### src/rtl/parcel_color_classifier.sv
// Averages batches of VEML r/g/b samples, classifies each batch as red/blue/none/ambiguous
// and commits a parcel colour once CONFIRM consecutive batches agree.
module parcel_color_classifier #(
  parameter int          NUM_SAMPLES = 4,
  parameter int          CONFIRM     = 2,
  parameter logic [15:0] MARGIN      = 16'd64,
  parameter logic [17:0] MIN_LUM     = 18'd256
) (
  input  logic        clk,
  input  logic        rst,
  input  logic        clear,
  input  logic [15:0] veml_r,
  input  logic [15:0] veml_g,
  input  logic [15:0] veml_b,
  input  logic        veml_valid,
  output logic        veml_accept,
  output logic        parcel_color,
  output logic        veml_ready,
  output logic        color_update
);

  localparam int LOG2 = $clog2(NUM_SAMPLES);
  localparam int SW   = 16 + LOG2;
  localparam logic [LOG2-1:0] LAST_SAMPLE = LOG2'(NUM_SAMPLES - 1);
  localparam logic [3:0]      CONFIRM_C   = 4'(CONFIRM);

  typedef enum logic {ACCUM, CLASSIFY} state_t;
  typedef enum logic [1:0] {CLS_NONE, CLS_RED, CLS_BLUE, CLS_AMBIG} cls_t;

  state_t          state, state_next;
  logic [SW-1:0]   sum_r, sum_g, sum_b;
  logic [LOG2-1:0] sample_cnt;
  cls_t            cand, cand_next, cls;
  logic [3:0]      conf_cnt, conf_next;
  logic            commit, color_next, ready_next;
  logic [15:0]     avg_r, avg_g, avg_b;
  logic [17:0]     lum;
  logic            transfer;

  assign veml_accept = rst && (state == ACCUM);
  assign transfer    = veml_valid && veml_accept;

  // NOTE: every signal written in an always_comb gets a default first, so no path leaves it unassigned and no latch is inferred.
  always_comb begin
    state_next = state;
    case (state)
      ACCUM:    if (transfer && sample_cnt == LAST_SAMPLE) state_next = CLASSIFY;
      CLASSIFY: state_next = ACCUM;
      default:  state_next = ACCUM;
    endcase
    if (clear) state_next = ACCUM;
  end

  // Averages are truncating shifts; 18-bit compares keep sum+MARGIN and the luminance from wrapping.
  assign avg_r = 16'(sum_r >> LOG2);
  assign avg_g = 16'(sum_g >> LOG2);
  assign avg_b = 16'(sum_b >> LOG2);
  assign lum   = 18'(avg_r) + 18'(avg_g) + 18'(avg_b);

  always_comb begin
    cls = CLS_AMBIG;
    if (lum < MIN_LUM)                                cls = CLS_NONE;
    else if (18'(avg_r) > 18'(avg_b) + 18'(MARGIN))   cls = CLS_RED;
    else if (18'(avg_b) > 18'(avg_r) + 18'(MARGIN))   cls = CLS_BLUE;
  end

  // Commit happens only on the batch that brings the count up to CONFIRM; saturated runs stay quiet.
  always_comb begin
    cand_next  = cand;
    conf_next  = conf_cnt;
    commit     = 1'b0;
    color_next = parcel_color;
    ready_next = veml_ready;
    if (cls == cand) begin
      if (conf_cnt < CONFIRM_C) begin
        conf_next = conf_cnt + 4'd1;
        commit    = (conf_next == CONFIRM_C);
      end
    end else begin
      cand_next = cls;
      conf_next = 4'd1;
      commit    = (CONFIRM_C == 4'd1);
    end
    if (commit) begin
      case (cls)
        CLS_RED:  begin color_next = 1'b0; ready_next = 1'b1; end
        CLS_BLUE: begin color_next = 1'b1; ready_next = 1'b1; end
        CLS_NONE: ready_next = 1'b0;
        default:  ;
      endcase
    end
  end

  // NOTE: sequential state uses non-blocking assignments so every register samples pre-edge values.
  always_ff @(posedge clk or negedge rst) begin
    if (!rst) state <= ACCUM;
    else      state <= state_next;
  end

  always_ff @(posedge clk or negedge rst) begin
    if (!rst) begin
      sum_r <= '0; sum_g <= '0; sum_b <= '0;
      sample_cnt   <= '0;
      cand         <= CLS_NONE;
      conf_cnt     <= '0;
      parcel_color <= 1'b0;
      veml_ready   <= 1'b0;
      color_update <= 1'b0;
    end else if (clear) begin
      sum_r <= '0; sum_g <= '0; sum_b <= '0;
      sample_cnt   <= '0;
      cand         <= CLS_NONE;
      conf_cnt     <= '0;
      parcel_color <= 1'b0;
      veml_ready   <= 1'b0;
      color_update <= 1'b0;
    end else begin
      color_update <= 1'b0;
      case (state)
        ACCUM: begin
          if (transfer) begin
            sum_r      <= sum_r + SW'(veml_r);
            sum_g      <= sum_g + SW'(veml_g);
            sum_b      <= sum_b + SW'(veml_b);
            sample_cnt <= sample_cnt + LOG2'(1);
          end
        end
        CLASSIFY: begin
          sum_r <= '0; sum_g <= '0; sum_b <= '0;
          cand         <= cand_next;
          conf_cnt     <= conf_next;
          parcel_color <= color_next;
          veml_ready   <= ready_next;
          color_update <= (color_next != parcel_color) || (ready_next != veml_ready);
        end
        default: ;
      endcase
    end
  end

endmodule

### config.mk
export PLATFORM = sky130hd
export DESIGN_NAME = parcel_color_classifier
export DESIGN_NICKNAME = d
export VERILOG_FILES = /design/src/rtl/parcel_color_classifier.sv
export SDC_FILE = /design/constraint.sdc
export NUM_CORES = 1
export LEC_CHECK = 0
export CAP_MARGIN = 5
export CORE_ASPECT_RATIO = 1.5
export CORE_MARGIN = 5
export CORE_UTILIZATION = 25
export DETAILED_ROUTE_END_ITERATION = 10
export PLACE_DENSITY = 0.41
export REMOVE_ABC_BUFFERS = 1
export SYNTH_ARGS = -nofsm -noshare
export SYNTH_HDL_FRONTEND = slang
export SYNTH_SLANG_ARGS = --single-unit
### constraint.sdc
create_clock -name clk -period 5.6 [get_ports clk]
set_clock_uncertainty 0.15 [all_clocks]
set_input_delay 1.12 -clock clk [delete_from_list [all_inputs] [get_ports clk]]
set_output_delay 1.12 -clock clk [all_outputs]
set_load 0.03 [all_outputs]
==> metrics, run 1 <==
status finished, final reports clean; number of global-route vias before repair 6071; CP peak stage delay 640 ps; Fillers 2889; Sw Ratio 0.355; total global routing overflow 0; Vias 5803; cts hold-fix bufs 0; net switching power 0.655 mW; area grow syn2layout 19.6%; register bit count reported by yosys 66; largest net degree at the start of global routing 67; area of the multi-input gates 4820 µm²; worst slew pin tran 956 ps; most common cell in the netlist ha_1; Avg Vias per Cell 5.00; post-synth top area share 0.246; Clk pwr share 0.351; Final ANT Viol Nets 0; RSZ-0062 raised after global routing false; non-filler cells, final 1160; max-slew violations 0; area leader, netlist dfrtp_1; # setup viols final 0; H-tree depth 3; Inst Count DP 1144; First-pass DRT Iterations 4; Tmin final around 4500 ps; Routability Congestion 0.794; # rows 73; max_cap viols 0; Netlist cell types between 60 and 70; top post-synthesis cells by area dfrtp_1 25%, ha_1 19%, fa_1 5.4%; Starting Density 0.253; chip width roughly 140 µm; Core Util, Final 0.303; Post-DP HPWL 15700 µm; hold slack ~350 ps; nets 989; Tcrit/Tclk final 0.809; Die Area 30300 µm²; clk root buf clkbuf_16; crit path max fanout 3; P_int about 1.2 mW; Clock Tree Buf Depth 2; Routed WL 19900 µm; quantity of I/O buffers inserted on ports 55; Buf/Inv on CP 1; sequential share of power 0.302; Avg Cell Area, Syn 8.85 µm²; Gate power share 0.347; crit path launch type input port; crit-path leading delay family compound AO/OA/AOI/OAI gates; io pins 56; Async SR Flop Fraction 1.00; VDD IR max about 120 µV; hold crit path type reg -> reg; Setup Crit Path Kind in -> reg; # diodes 0; pwr dens 230 nW/µm²; top cells by count, synth 101 x ha_1, 66 x dfrtp_1, 65 x nand2_1, 53 x o21ai_0, 52 x a21oi_1; FF/Latch Area 1650 µm²; Crit path top cell by count o31ai_1; number of flops mapped to enable cells by yosys 0; CTS resizes 0; total CTS buffers 9; Reg clk slew, reported paths ~60 ps; critical path data arrival time 4590 ps; slowest CP cell a2111oi_0; fmax between 0.2 and 0.25 GHz; 1st-iter DRT viols 272; per-cell routed wire length 17.2 µm; overall die height between 200 and 250 µm; required time of the critical path roughly 5700 ps; Max-slew headroom 0.363; initial antenna violation count 0; setup TNS 0 ps; worst-skew pair later-pin latency 350 ps; Top FF cell, synth dfrtp_1; CP Cell Sequence clkdlybuf4s50_1, ha_1, fa_1, a21oi_1, o21bai_1, a2111oi_0, o31ai_1, o41ai_1, o21ai_0, o31ai_1, xor2_1, nor2_1; Pleak 3.71 nW; CTS tree done; Synthesis Warnings 0; # DRC 0; Total GRT Usage 0.138; reg-to-reg slack, setup about 1100 ps; core area 26500 µm²; first-pass GRT wire length 32500 µm; CP Capture Type register; final hold vios 0; Mapped Cells 758; Setup Buffers After CTS 0; clk sinks 66; ratio of cells with drive above 1 in the final layout 0.0462; Synth Cell Area 6710 µm²; sequential share of the synthesized area 0.246
-- area by class of cell --
type | instances | area share
clock inverter | 6 | 0.0111
inverter | 51 | 0.0239
sequential | 66 | 0.206
tap | 337 | 0.0526
clock buffer | 10 | 0.0298
timing repair buffer | 61 | 0.0755
multi-input combinational | 629 | 0.601
-- power groups by stage --
stage               Clock (mW)  Combinational (mW)  Sequential [mW]
floorplan                    0               0.464            0.543
global placement             0               0.645            0.569
detailed placement           0               0.645            0.570
CTS                      0.673               0.649            0.561
global route             0.697               0.731            0.563
finish                   0.647               0.640            0.557
-- registers in the layout (all words and copies together), names as in the netlist --
register / flops
cand: 2
color_update: 1
conf_cnt: 4
parcel_color: 1
sample_cnt: 2
state: 1
sum_b: 18
sum_g: 18
sum_r: 18
veml_ready: 1
-- worst paths after layout --
check / from / end / cells past startpoint
max: veml_g[0] / sum_g[16] / 12
min: sum_r[0] / sum_r[0] / 1
min in group asynchronous: rst / state / 2
min reg2reg: sum_r[0] / sum_r[0] / 1
max in group asynchronous: rst / sum_b[8] / 2
max reg2reg: sum_r[6] / parcel_color / 17
-- routing by layer --
metal  GRT usage  vias up  part of all wire
li1            -     2938                 -
met1       0.157     2776              0.41
met2       0.263       67              0.55
met3      0.0204       22             0.023
met4      0.0364        0             0.016
met5           0        -                 0
-- cell families (layout without fill, tap and decap cells) --
group | count (synthesis) | in the layout | synth area share
AND/OR/NAND/NOR | 214 | 214 | 0.162
buffers and inverters | 63 | 128 | 0.0355
adder cells (fa/ha/maj) | 119 | 119 | 0.242
AO/OA/AOI/OAI | 239 | 239 | 0.239
XOR/XNOR | 55 | 55 | 0.0718
multiplexers | 2 | 2 | 0.00299
flip-flops | 66 | 66 | 0.246
-- cells in the final DEF (no fill, tap or decap), types with 11 or more instances in the layout --
cell type and count:
a21o_1 21, o21ai_0 53, a22o_1 13, nor2_1 35, clkdlybuf4s50_1 54, xor2_1 27
ha_1 101, or3_1 11, nand2_1 65, and3_1 18, nand3_1 20, xnor2_1 28
dfrtp_1 66, o31ai_1 12, inv_1 51, fa_1 18, a211oi_1 12, a21oi_1 52
nor3_1 17
-- metrics by stage --
| stage | area, µm² | power, mW | setup slack (ps) |
|---|---|---|---|
| finish | 8020 | 1.84 | 1070 |
| CTS | 8020 | 1.88 | 1040 |
| global placement | 7690 | 1.21 | 734 |
| detailed placement | 7690 | 1.21 | 738 |
| floorplan | 6660 | 1.01 | 1520 |
| global route | 8020 | 1.99 | 630 |
Note: power is estimated with default switching activity, not from simulation.
==> run 2, diff against run 1 <==
- clock period: 5.6 -> 4.39 ns (I/O delays scaled with it)
==> metrics, run 2 (synthesis gave the netlist of run 1 again) <==
status finished, final reports clean; reg-to-reg slack, setup 250 ps; 1st-iter DRT viols about 230; # DRC 0; max_cap viols 0; Routed WL 20800 µm; hold slack 350 ps; overall die height roughly 210 µm; pwr dens 282 nW/µm²; required time of the critical path between 4000 and 5000 ps; H-tree depth 3; fin worst setup slack 248 ps; VDD IR max roughly 170 µV; # setup viols final 0; Post-DP HPWL about 17000 µm; biggest registers after layout sum_b: 18 flops, sum_g: 18 flops, sum_r: 18 flops; total CTS buffers 9; Setup Crit Path Kind reg -> reg; chip width roughly 140 µm; Clock Tree Buf Depth 2; Pleak 3.91 nW; Reg clk slew, reported paths ~60 ps; fmax ~0.24 GHz; CTS tree done; Post-Place Setup Slack 59.2 ps; Tmin final around 4100 ps; quantity of I/O buffers inserted on ports 55; crit path max fanout 4; nets 1031; Min-Delay Path Depth 1; total global routing overflow 0; Starting Density 0.253; max-slew violations 0; Setup crit end color_update; worst setup path start sum_r[6]; commonest non-fill, non-tap cells in the layout 100 x ha_1, 66 x dfrtp_1, 63 x nand2_1; final hold vios 0; reg2reg end color_update; Max-slew headroom 0.379; Routability Congestion 0.817; cts hold-fix bufs 0; hold crit path type reg -> reg; worst slew pin tran slightly above 900 ps; clk sinks 66; Vias 5914; leading cell type in the layout, fill and taps excluded ha_1; Avg Vias per Cell 4.92; setup TNS 0 ps; first-pass GRT wire length 33400 µm; CP Capture Type register; initial antenna violation count 0; critical path data arrival time 4250 ps; core area between 20000 and 30000 µm²; Fillers 2848; Core Util, Final 0.314; worst-skew pair later-pin latency 350 ps; Total GRT Usage 0.143; number of global-route vias before repair 6206; largest net degree at the start of global routing 67; First-pass DRT Iterations 4; R2R cell count 17; Die Area 30300 µm²; crit path launch type register; # diodes 0; Final ANT Viol Nets 0; area grow syn2layout 24.1%; clk root buf clkbuf_16; # rows 73; ratio of cells with drive above 1 in the final layout 0.0971; per-cell routed wire length 17.3 µm; io pins 56; Tcrit/Tclk final 0.943; r2r startpoint sum_r[6]
-- run 2: cell types whose count changed in the layout (fill, tap and decap cells not counted), moves of 2 or more --
cell	change
nand2_2	+2
nand2_1	-2
clkinv_4	+2
buf_4	+43
-- run 2: cell type report --
cell class	count	area, µm²	share of cell area
clock inverter	6	67.6	0.00812
inverter	51	191	0.0230
clock buffer	10	229	0.0275
sequential	66	1650	0.199
tap	337	422	0.0507
timing repair buffer	103	908	0.109
multi-input combinational	629	4850	0.583
-- run 2: per-layer routing --
metal | global-route usage | wire length (µm) | vias up
met5 | 0 | 0 | -
met4 | 0.0494 | 567 | 0
met3 | 0.0168 | 345 | 23
met2 | 0.281 | 11800 | 56
met1 | 0.154 | 8160 | 2825
li1 | - | - | 3010
-- run 2: stage by stage --
| stage | std cells | area [µm²] | power [mW] |
|---|---|---|---|
| global route | 1202 | 8320 | 2.52 |
| floorplan | 746 | 6660 | 1.28 |
| global placement | 1180 | 7950 | 1.60 |
| finish | 1202 | 8320 | 2.34 |
| detailed placement | 1180 | 7950 | 1.60 |
| CTS | 1196 | 8250 | 2.35 |
-- run 2: worst min-delay path by stage --
stage                        start       end  slack [ps]
after detailed placement  sum_r[0]  sum_r[0]         340
final                     sum_r[0]  sum_r[0]         350
after global placement    sum_r[0]  sum_r[0]         340
after global routing      sum_r[0]  sum_r[0]         370
after CTS                 sum_r[0]  sum_r[0]         360
after floorplan           sum_b[0]  sum_b[0]         320
-- run 2: worst max-delay path, stage by stage, from the launching register on --
cell and delay, ps:
dfrtp_1 340, inv_1 80, fa_1 540, inv_1 40
ha_1 310, and4b_1 210, a221o_1 360, a31o_1 220
a211o_1 300, a22o_1 260, nor4_4 260, nand2_2 120
and2_4 190, ha_4 220, xor2_1 150, o22ai_1 130
nand2_1 60, nor3_1 120
-- run 2: power breakdown --
| group | internal (mW) | leakage [nW] | switching (mW) | total [mW] |
|---|---|---|---|---|
| combinational | 0.418 | 2.87 | 0.493 | 0.910 |
| sequential | 0.642 | 0.902 | 0.0512 | 0.694 |
| clock | 0.441 | 0.139 | 0.297 | 0.738 |
-- run 2: timing repair --
item | 4_1_cts | 5_1_grt
setup endpoints to repair | 0 | 3
resized for setup | 0 | 6
setup buffers | 0 | 6
